## src/rtl/ahb_sngl_master.sv

```systemverilog
// ahb_sngl_master: AHB-Lite initiator issuing one single transfer per local command
module ahb_sngl_master #(
  parameter int wcnt_w = 8
) (
  input  logic              hclk,
  input  logic              hresetn,
  input  logic              cmd_valid,
  output logic              cmd_ready,
  input  logic              cmd_write,
  input  logic [31:0]       cmd_addr,
  input  logic [2:0]        cmd_size,
  input  logic [31:0]       cmd_wdata,
  output logic              rsp_valid,
  input  logic              rsp_ready,
  output logic [31:0]       rsp_rdata,
  output logic              rsp_err,
  output logic [wcnt_w-1:0] rsp_wcnt,
  output logic [31:0]       haddr,
  output logic [31:0]       hwdata,
  output logic              hwrite,
  output logic [1:0]        htrans,
  output logic [2:0]        hsize,
  output logic [2:0]        hburst,
  input  logic [31:0]       hrdata,
  input  logic [1:0]        hresp,
  input  logic              hready
);
  typedef enum logic [1:0] {IDLE, ADDR, DATA, RESP} state_t;
  state_t state_q, state_d;
  logic [31:0] haddr_q, haddr_d, hwdata_q, hwdata_d, rdata_q, rdata_d;
  logic [31:0] wrep, lane, sh_b, sh_h;
  logic [1:0] htrans_q, htrans_d;
  logic [2:0] hsize_q, hsize_d;
  logic hwrite_q, hwrite_d, valid_q, valid_d, err_q, err_d, accept, legal, bus_err;
  logic [wcnt_w-1:0] wcnt_q, wcnt_d;
  assign cmd_ready = state_q == IDLE;
  assign accept    = cmd_valid & cmd_ready;
  assign legal     = (cmd_size == 3'd0) | (cmd_size == 3'd1 & ~cmd_addr[0]) | (cmd_size == 3'd2 & cmd_addr[1:0] == 2'b00);
  assign bus_err   = hresp != 2'b00;
  assign wrep      = cmd_size == 3'd0 ? {4{cmd_wdata[7:0]}} : cmd_size == 3'd1 ? {2{cmd_wdata[15:0]}} : cmd_wdata;
  assign sh_b      = hrdata >> {haddr_q[1:0], 3'b000};
  assign sh_h      = hrdata >> {haddr_q[1], 4'b0000};
  assign lane      = hsize_q == 3'd0 ? {24'h0, sh_b[7:0]} : hsize_q == 3'd1 ? {16'h0, sh_h[15:0]} : hrdata;
  assign haddr     = haddr_q;
  assign hwdata    = hwdata_q;
  assign hwrite    = hwrite_q;
  assign htrans    = htrans_q;
  assign hsize     = hsize_q;
  assign hburst    = 3'b000;
  assign rsp_valid = valid_q;
  assign rsp_rdata = rdata_q;
  assign rsp_err   = err_q;
  assign rsp_wcnt  = wcnt_q;
  // next state, bus phase registers and response capture
  always_comb begin
    state_d  = state_q;
    haddr_d  = haddr_q;
    hwdata_d = hwdata_q;
    hwrite_d = hwrite_q;
    htrans_d = htrans_q;
    hsize_d  = hsize_q;
    valid_d  = valid_q;
    rdata_d  = rdata_q;
    err_d    = err_q;
    wcnt_d   = wcnt_q;
    case (state_q)
      IDLE: if (accept) begin
        wcnt_d  = '0;
        rdata_d = '0;
        err_d   = ~legal;
        if (legal) begin
          state_d  = ADDR;
          haddr_d  = cmd_addr;
          hwdata_d = wrep;
          hwrite_d = cmd_write;
          hsize_d  = cmd_size;
          htrans_d = 2'b10;
        end else begin
          state_d = RESP;
          valid_d = 1'b1;
        end
      end
      ADDR: if (hready) begin
        state_d  = DATA;
        htrans_d = 2'b00;
      end
      DATA: if (!hready) begin
        wcnt_d = &wcnt_q ? wcnt_q : wcnt_q + wcnt_w'(1);
      end else begin
        state_d = RESP;
        valid_d = 1'b1;
        err_d   = bus_err;
        rdata_d = (bus_err | hwrite_q) ? 32'h0 : lane;
      end
      RESP: if (rsp_ready) begin
        state_d = IDLE;
        valid_d = 1'b0;
      end
      default: state_d = IDLE;
    endcase
  end
  // state and output registers, cleared asynchronously so the bus goes idle at once
  always_ff @(posedge hclk or negedge hresetn) begin
    if (!hresetn) begin
      state_q  <= IDLE;
      haddr_q  <= '0;
      hwdata_q <= '0;
      hwrite_q <= 1'b0;
      htrans_q <= 2'b00;
      hsize_q  <= '0;
      valid_q  <= 1'b0;
      rdata_q  <= '0;
      err_q    <= 1'b0;
      wcnt_q   <= '0;
    end else begin
      state_q  <= state_d;
      haddr_q  <= haddr_d;
      hwdata_q <= hwdata_d;
      hwrite_q <= hwrite_d;
      htrans_q <= htrans_d;
      hsize_q  <= hsize_d;
      valid_q  <= valid_d;
      rdata_q  <= rdata_d;
      err_q    <= err_d;
      wcnt_q   <= wcnt_d;
    end
  end
endmodule

```

## config.mk

```make
export PLATFORM = sky130hd
export DESIGN_NAME = ahb_sngl_master
export DESIGN_NICKNAME = d
export VERILOG_FILES = /design/src/rtl/ahb_sngl_master.sv
export SDC_FILE = /design/constraint.sdc
export NUM_CORES = 1
export LEC_CHECK = 0
export BUFFER_PORTS_ARGS = -buffer_cell sky130_fd_sc_hd__buf_4
export CAP_MARGIN = 30
export CORE_MARGIN = 1.5
export CORE_UTILIZATION = 50
export DETAILED_ROUTE_END_ITERATION = 16
export GPL_ROUTABILITY_DRIVEN = 0
export PLACE_DENSITY = 0.95
export SYNTH_ARGS = -nofsm -noshare
export SYNTH_HDL_FRONTEND = slang
export SYNTH_SLANG_ARGS = --single-unit
```

## constraint.sdc

```tcl
create_clock -name hclk -period 4.7 [get_ports hclk]
set_input_delay 0.235 -clock hclk [delete_from_list [all_inputs] [get_ports hclk]]
set_output_delay 0.235 -clock hclk [all_outputs]
set_load 0.01 [all_outputs]
```

==> results.yml, run 1 <==
global_routing:
  globalRoute.totalOverflow: 0
  first_global_vias: 5584
  grt.met3_usage_pct: 9.26
  grt_busiest_layer: "met2"
  antenna_found_initial: 1
  grt_max_degree: 67
  grt_pass1_wl_um: 27800
  grt.total_usage_pct: 31.6
  groute.layer.met2.usage_pct: 53.6
  grt_util_met1_pct: 35.0
yosys:
  synthDominantCellAreaShare_pct: 52.0
  ys_seq_area_share_pct: 52.0
  post_synth_design_cell_area_um2: 5440
  yosysWarnings: 0
  post_synth_top_area_cell: "dfrtp_1"
  synth_seq_cells: 113
  count_of_cell_types_in_the_netlist: 47
  syn_avg_cell_area_um2: 10.2
  synth.top_cells.by_area: "dfrtp_1 52%, nand2_1 13%, mux2i_1 7.9%"
  synthesis.instances: 535
power_and_ir_drop:
  leakage_nw: 4.28
  highest_ir_drop_seen_on_vdd_v: 0.000349
  powerDensity_nw_per_um2: 552
sta:
  least_margin_pin_slew_ns: 0.886
  grt_setup_unrepaired: "no"
  min_period_ns: 2.71
  upper_clock_frequency_limit_ghz: 0.368
  maxSlewHeadroom_pct: 40.6
  setup_viol: 0
  final.period_utilization_pct: 57.8
  setup-tns-final_ns: 0
  drv_slew: 0
  final.setup_skew_ns: 0.00735
  final_hold_fails: 0
clocking:
  cts_resized: 0
  hold_buffers: 67
  clock_sinks: 113
  setup_fix_bufs_post_cts: 0
  root_buffer: "clkbuf_8"
  clk_pin_slew_ns: 0.06
  insertion_delay_ns: 0.52
  cts.path.max_buffers: 2
  cts_buffers: 17
  tritoncts: "done"
  h_tree_level_count: 4
routing:
  routed_via_density: 5.61
  detail_route.wirelength_um: 17700
  num_vias: 5412
  drt-pass1-iter-count: 5
  initialDrtViolationCount: 340
  ant_nets: 0
  drt_drc_violations_left: 0
  detail_route.wl_per_cell_um: 18.3
setup_path:
  critical_path.endpoint_type: "register"
  cpMaxStageDelayCell: "nand4_1"
  critical_path_arrival_ns: 3.12
  crit_path_max_fo: 16
  cp_common_cell: "inv_1"
  start_kind: "register"
  cpPeakStageDelay_ns: 0.62
  worst-setup-path-type: "reg -> reg"
  critical_path.cell_chain: "inv_1 > ha_1 > inv_1 > nor3_2 > nand4_1 > o221ai_1"
  critPathRequiredTime_ns: 5.10
finish:
  area_of_combinational_cells_with_multiple_inputs_um2: 2330
  synthesis_to_finish_area_growth_pct: 54.5
  layout.filler_cells: 585
  most_common_cell_after_layout_fill_and_taps_aside: "buf_4"
  final_layout_size_suffix_gt1_share_pct: 33.9
  final_net_count: 930
  layout_common_cells: "221 x buf_4, 184 x nand2_1, 113 x dfrtp_1"
  postLayoutCellArea_um2: 8400
  seq_area_um2: 2830
flow_run:
  cap_viol_max_count: 0
worst_hold_path:
  worstHoldPathType: "in -> reg"
placement:
  portBuffers: 218
  area_post_placement_um2: 7080
  detailedPlacementHpwl_um: 11100
floorplan:
  fp.dieW_um: 107
  chipHeight_um: 107
  io_pins: 223
  placeableCoreArea_um2: 10400
  die_area_um2: 11500
  floorplan.initialDensity_pct: 52.2
  floorplan.rows: 37
outcome:
  result_of_the_run: "finished clean"
sequential cells by signal, summed over array words and instances (netlist names):
| name | count |
|---|---|
| haddr | 32 |
| hwdata | 32 |
| rsp_rdata | 32 |
| rsp_wcnt | 8 |
| hsize | 3 |
| state_q | 2 |
| htrans | 1 |
| hwrite | 1 |
| rsp_err | 1 |
| rsp_valid | 1 |
critical path: cells and delay by family, from the launching register on:
| family | cells | cell delay, ns |
|---|---|---|
| and+or+nand+nor | 2 | 0.89 |
| DFF | 1 | 0.41 |
| AOI/OAI and AO/OA | 1 | 0.48 |
| buffers and inverters | 2 | 0.37 |
| adders and majority gates | 1 | 0.45 |
area by class of cell:
type | instances | share of cell area, %
Antenna cell | 1 | 0.0298
Clock buffer | 19 | 5.14
Clock inverter | 11 | 2.23
Inverter | 16 | 0.715
Multi-Input combinational cell | 378 | 27.8
Sequential cell | 113 | 33.7
Tap cell | 136 | 2.03
Timing Repair Buffer | 291 | 28.4
layer usage:
layer	routed length, um	part of all wire [%]
met5	0	0
met1	6370	36
met3	1390	7.9
met2	9080	51
met4	849	4.8
where the power goes:
part / switching [W] / internal, W / total [W] / leakage, nW
Sequential: 0.000275 / 0.00130 / 0.00158 / 1.48
Clock: 0.000448 / 0.000919 / 0.00137 / 0.296
Combinational: 0.000861 / 0.000830 / 0.00169 / 2.51
Total: 0.00158 / 0.00305 / 0.00464 / 4.28
cell usage after synthesis (all sizes together):
| master | n |
|---|---|
| o211ai | 1 |
| nor2 | 7 |
| o2111a | 1 |
| a311oi | 1 |
| mux2 | 3 |
| and2 | 3 |
| nand3 | 2 |
| nand4 | 2 |
| o22ai | 1 |
| a2111oi | 1 |
| ha | 6 |
| a31oi | 5 |
| o221ai | 10 |
| a41o | 1 |
| and3 | 5 |
| a41oi | 1 |
| mux2i | 43 |
| nand4b | 1 |
| nand2b | 5 |
| a21oi | 5 |
| and4b | 1 |
| a32oi | 1 |
| nor2b | 3 |
| clkbuf | 5 |
| a211o | 1 |
| a22o | 16 |
| o31ai | 1 |
| nor3 | 4 |
| a211oi | 2 |
| or3 | 3 |
| conb | 1 |
| dfrtp | 113 |
| a21o | 2 |
| mux4 | 8 |
| o21ai | 43 |
| buf | 26 |
| nand2 | 184 |
| inv | 16 |
| o21a | 1 |
path summary, 6_finish.rpt:
check,start,endpoint,slack (ns),cells after the start
max,state_q[0]$_DFFE_PN0P_,rsp_rdata[6]$_DFFE_PN0P_,1.99,6
min,cmd_wdata[10],hwdata[10]$_DFFE_PN0P_,0.008,3
max reg2reg,state_q[0]$_DFFE_PN0P_,rsp_rdata[6]$_DFFE_PN0P_,1.99,6
min reg2reg,haddr[8]$_DFFE_PN0P_,haddr[8]$_DFFE_PN0P_,0.47,2
max in group asynchronous,hresetn,rsp_wcnt[4]$_DFFE_PN0P_,3.15,3
min in group asynchronous,hresetn,haddr[2]$_DFFE_PN0P_,0.28,2
stage by stage:
step	setup slack (ns)	std cells	power [W]	util (%)	hold WS (ns)
after floorplan	2.81	538	0.00235	-	-0.0606
after global placement	2.22	864	0.00306	67.7	0.266
after detailed placement	2.11	866	0.00317	68.0	0.285
after CTS	2.07	963	0.00460	80.4	0.00209
after global routing	1.84	965	0.00487	80.6	0.00885
final	1.99	965	0.00464	80.6	0.00790
cell families (layout without fill, tap and decap cells):
| family | after synthesis | after routing | share of synthesized area (%) |
|---|---|---|---|
| AND/OR/NAND/NOR | 220 | 220 | 17.0 |
| adder cells (fa/ha/maj) | 6 | 6 | 1.38 |
| flip-flops | 113 | 113 | 52.0 |
| buffers and inverters | 47 | 337 | 5.34 |
| other | 1 | 5 | 0.0690 |
| multiplexers | 54 | 54 | 11.8 |
| AO/OA/AOI/OAI | 94 | 94 | 12.4 |
Power figures use the tool's default switching activity.
==> run 2, diff against run 1 <==
Settings changed: CORE_UTILIZATION 50 to 44, PLACE_DENSITY 0.95 to 0.89.
Clock period 4.7 ns to 2.42 ns, I/O delays scaled along.
==> run 2 against run 1 <==
Sequential cell count unchanged. Fmax is 29% higher. Worst setup slack got worse by 1.7 ns. First-iteration DRC count up 38%. Largest power group unchanged. Highest routed layer unchanged.
==> results.yml, run 2 (synthesis results as in run 1) <==
outcome:
  result_of_the_run: "finished clean"
floorplan:
  chipHeight_um: 114
  fp.dieW_um: 114
  die_area_um2: 13000
  floorplan.initialDensity_pct: 45.3
  placeableCoreArea_um2: 12000
  floorplan.rows: 40
  io_pins: 223
clocking:
  insertion_delay_ns: 0.41
  clk_pin_slew_ns: 0.05
  clock_sinks: 113
  tritoncts: "done"
  h_tree_level_count: 4
  cts_buffers: 17
  root_buffer: "clkbuf_16"
  cts.path.max_buffers: 2
worst_hold_path:
  min_to: "hwdata[12]$_DFFE_PN0P_"
  hold_start: "cmd_wdata[12]"
  min_path_cells: 3
  worstHoldPathType: "in -> reg"
routing:
  initialDrtViolationCount: 469
  routed_via_density: 5.28
  detail_route.wirelength_um: 17100
  drt-pass1-iter-count: 5
  detail_route.wl_per_cell_um: 17.3
  num_vias: 5244
  ant_nets: 0
  drt_drc_violations_left: 0
setup_path:
  rr_endpoint: "rsp_rdata[6]$_DFFE_PN0P_"
  start_kind: "register"
  critical_path_arrival_ns: 2.41
  crit_path_max_fo: 34
  worst-setup-path-type: "reg -> reg"
  regToRegSetupSlack_ns: 0.32
  critical_path.endpoint_type: "register"
  timing.rr.start: "state_q[0]$_DFFE_PN0P_"
  r2r_cells: 7
  critPathRequiredTime_ns: 2.73
finish:
  synthesis_to_finish_area_growth_pct: 57.7
  final_cells: 993
  layout.filler_cells: 811
  final_net_count: 946
  layout_common_cells: "230 x buf_4, 184 x nand2_1, 113 x dfrtp_1"
  antenna_cells_inserted: 0
  final_layout_size_suffix_gt1_share_pct: 34.4
  seq_area_um2: 2830
  area_of_combinational_cells_with_multiple_inputs_um2: 2330
  most_common_cell_after_layout_fill_and_taps_aside: "buf_4"
sta:
  final.period_utilization_pct: 86.7
  drv_slew: 0
  postLayoutSetupSlackWorst_ns: 0.322
  min_period_ns: 2.10
  upper_clock_frequency_limit_ghz: 0.477
  final_hold_fails: 0
  grt_setup_unrepaired: "no"
  least_margin_pin_slew_ns: 0.713
  maxSlewHeadroom_pct: 52.5
  final.setup_skew_ns: 0.00738
  setup_viol: 0
  setup-tns-final_ns: 0
flow_run:
  cap_viol_max_count: 0
placement:
  detailedPlacementHpwl_um: 10500
  portBuffers: 218
  placedCellCount: 886
  detailedPlace.worstSlack_ns: 0.423
global_routing:
  antenna_found_initial: 0
  grt.total_usage_pct: 27.0
  grt_pass1_wl_um: 27100
  globalRoute.totalOverflow: 0
  grt_max_degree: 66
  first_global_vias: 5474
power_and_ir_drop:
  powerDensity_nw_per_um2: 1060
  highest_ir_drop_seen_on_vdd_v: 0.000664
  leakage_nw: 4.38
  post-layout-total-power_w: 0.00906
## run 2: cell count changes in the layout (fill, tap and decap cells not counted)
cell           before  now
dlygate4sd3_1      67   75
clkbuf_8            2    3
buf_12              0    2
buf_4             221  230
clkinvlp_4          3    1
diode_2             1    0
clkinv_2            3    5
buf_8               2    0
## run 2: per-layer routing
| metal | wire (um) | vias up | global-route usage, % | share of wire [%] |
|---|---|---|---|---|
| li1 | - | 2429 | - | - |
| met4 | 590 | 0 | 14.4 | 3.4 |
| met1 | 6630 | 2520 | 30.7 | 39 |
| met2 | 8810 | 241 | 47.2 | 51 |
| met3 | 1120 | 54 | 6.56 | 6.5 |
| met5 | 0 | - | 0 | 0 |
## run 2: what timing repair did
item,4_1_cts,5_1_grt
buffers inserted,0,0
resized for setup,0,0
hold buffers,75,0
endpoints found under the hold margin,125,0
## run 2: final cells by class
class                           instances  area share (%)
Clock buffer                           21            5.49
Sequential cell                       113            33.0
Tap cell                              147            2.14
Clock inverter                         11            2.13
Timing Repair Buffer                  307            29.4
Multi-Input combinational cell        378            27.2
Inverter                               16           0.700
## run 2: where the power goes
part	internal [W]	switching, W
Clock	0.00190	0.000856
Sequential	0.00253	0.000446
Combinational	0.00163	0.00170
Total	0.00606	0.00300
## run 2: critical path, cell delays in order, from the launching register on
cell and delay [ns]:
dfrtp_1 0.40, inv_1 0.15, ha_1 0.33, mux2_2 0.44, nand2_1 0.08, buf_4 0.32
nand2_1 0.14, o221ai_1 0.11
## run 2: per-stage QoR
step / instance area, um^2 / hold slack (ns) / utilization [%]
finish: 8580 / 0.00849 / 71.4
global route: 8580 / 0.0275 / 71.4
CTS: 8580 / 0.000624 / 71.4
detailed placement: 7170 / 0.212 / 59.7
global placement: 7170 / 0.207 / 59.7
floorplan: 5450 / -0.175 / -
## run 2: worst max path at each step
stage	endpoint	depth (start not counted)	slack [ns]	startpoint
after floorplan	rsp_err$_DFFE_PN0P_	7	0.53	state_q[0]$_DFFE_PN0P_
after global placement	rsp_valid$_DFFE_PN0P_	7	0.50	state_q[0]$_DFFE_PN0P_
after detailed placement	rsp_valid$_DFFE_PN0P_	7	0.42	state_q[0]$_DFFE_PN0P_
after CTS	rsp_rdata[2]$_DFFE_PN0P_	7	0.36	state_q[0]$_DFFE_PN0P_
after global routing	rsp_rdata[6]$_DFFE_PN0P_	7	0.21	state_q[0]$_DFFE_PN0P_
final	rsp_rdata[6]$_DFFE_PN0P_	7	0.32	state_q[0]$_DFFE_PN0P_
==> run 3, diff against run 2 <==
Settings changed: CORE_UTILIZATION 44 to 38, PLACE_DENSITY 0.89 to 0.77, REMOVE_ABC_BUFFERS set to 1.
Clock period 2.42 ns to 2.45 ns, I/O delays scaled along.
==> run 3 against run 2 <==
Final area fell by 1.3%. Critical path type unchanged. Sequential share of layout area increased by 0.42 points. Sequential power down 1%. Critical path depth unchanged. Wire length fell by 6.6%. Via count shrank 3.4%. Combinational power fell by 5%. Final cell count up 2.7%. Clock skew about the same.
==> results.yml, run 3 (synthesis results as in run 1) <==
outcome:
  result_of_the_run: "finished clean"
setup_path:
  worst-setup-path-type: "reg -> reg"
  critPathRequiredTime_ns: 2.79
  critical_path_arrival_ns: 2.41
  start_kind: "register"
  critical_path.endpoint_type: "register"
  crit_path_max_fo: 16
sta:
  final_hold_fails: 0
  min_period_ns: 2.07
  setup_viol: 0
  maxSlewHeadroom_pct: 65.3
  final.setup_skew_ns: 0.00748
  drv_slew: 0
  least_margin_pin_slew_ns: 0.521
  final.period_utilization_pct: 84.6
  upper_clock_frequency_limit_ghz: 0.483
  grt_setup_unrepaired: "no"
global_routing:
  antenna_found_initial: 0
  grt_max_degree: 93
  grt.total_usage_pct: 22.0
  groute.layer.met2.usage_pct: 35.9
  globalRoute.totalOverflow: 0
  grt_util_met1_pct: 27.4
  grt_pass1_wl_um: 25300
  grt_busiest_layer: "met2"
  grt.met3_usage_pct: 6.74
  first_global_vias: 5092
clocking:
  tritoncts: "done"
  hold_buffers: 72
  cts_resized: 0
  cts.path.max_buffers: 2
  root_buffer: "clkbuf_16"
  clk_pin_slew_ns: 0.05
  clock_sinks: 113
  insertion_delay_ns: 0.41
  h_tree_level_count: 4
  cts_buffers: 17
  setup_fix_bufs_post_cts: 0
power_and_ir_drop:
  powerDensity_nw_per_um2: 986
  leakage_nw: 4.30
  highest_ir_drop_seen_on_vdd_v: 0.000552
worst_hold_path:
  worstHoldPathType: "in -> reg"
floorplan:
  floorplan.rows: 43
  chipHeight_um: 123
  floorplan.initialDensity_pct: 39.0
  die_area_um2: 15000
  placeableCoreArea_um2: 13900
  fp.dieW_um: 123
  io_pins: 223
routing:
  routed_via_density: 4.97
  detail_route.wl_per_cell_um: 15.7
  num_vias: 5068
  drt-pass1-iter-count: 4
  initialDrtViolationCount: 299
  drt_drc_violations_left: 0
  ant_nets: 0
  detail_route.wirelength_um: 16000
finish:
  final_net_count: 941
  area_of_combinational_cells_with_multiple_inputs_um2: 2330
  antenna_cells_inserted: 0
  postLayoutCellArea_um2: 8470
  synthesis_to_finish_area_growth_pct: 55.8
  seq_area_um2: 2830
  final_cells: 1020
  final_layout_size_suffix_gt1_share_pct: 33.9
  most_common_cell_after_layout_fill_and_taps_aside: "buf_4"
  layout_common_cells: "227 x buf_4, 184 x nand2_1, 113 x dfrtp_1"
  layout.filler_cells: 1107
placement:
  placedCellCount: 917
  portBuffers: 218
  detailedPlacementHpwl_um: 10500
  area_post_placement_um2: 7210
flow_run:
  cap_viol_max_count: 0
[run 3: path summary, 6_finish.rpt]
check,from,endpoint,slack (ns),cells past startpoint
setup / recovery,state_q[0]$_DFFE_PN0P_,rsp_rdata[20]$_DFFE_PN0P_,0.38,7
hold / removal,cmd_wdata[30],hwdata[30]$_DFFE_PN0P_,0.01,3
setup reg to reg,state_q[0]$_DFFE_PN0P_,rsp_rdata[20]$_DFFE_PN0P_,0.38,7
hold reg to reg,hwdata[6]$_DFFE_PN0P_,hwdata[6]$_DFFE_PN0P_,0.47,2
max in group asynchronous,hresetn,hwdata[8]$_DFFE_PN0P_,1.50,3
min in group asynchronous,hresetn,hwdata[25]$_DFFE_PN0P_,0.19,2
[run 3: routing by layer]
metal / wire length (um) / vias to the layer above
li1: - / 2433
met1: 6610 / 2382
met2: 7810 / 225
met3: 1230 / 28
met4: 359 / 0
met5: 0 / -
[run 3: area by class of cell]
class	count	share of cell area [%]
Timing Repair Buffer	302	29.3
Inverter	16	0.709
Sequential cell	113	33.4
Multi-Input combinational cell	378	27.6
Clock inverter	5	0.325
Clock buffer	26	6.01
Tap cell	180	2.66
[run 3: worst max-delay path, stage by stage (launching register included)]
cell and delay [ns]:
dfrtp_1 0.39, inv_1 0.13, ha_1 0.42, inv_1 0.20, nor3_2 0.25, o2111a_1 0.23
buf_4 0.23, a22o_1 0.17
[run 3: power breakdown]
part	switching [W]	internal, W
Sequential	0.000438	0.00250
Clock	0.000815	0.00141
Combinational	0.00159	0.00159
Total	0.00284	0.00551
[run 3: stage by stage]
| stage | setup TNS, ns | worst slack (ns) | hold slack (ns) | total power, W | util [%] |
|---|---|---|---|---|---|
| finish | 0 | 0.378 | 0.0134 | 0.00835 | 60.8 |
| detailed placement | 0 | 0.424 | 0.0700 | 0.00604 | 51.8 |
| floorplan | -20.05 | -0.343 | -0.173 | 0.00442 | - |
| global route | 0 | 0.170 | 0.00923 | 0.00888 | 60.8 |
| global placement | 0 | 0.498 | 0.0665 | 0.00596 | 51.8 |
| CTS | 0 | 0.403 | 0.000193 | 0.00839 | 60.8 |
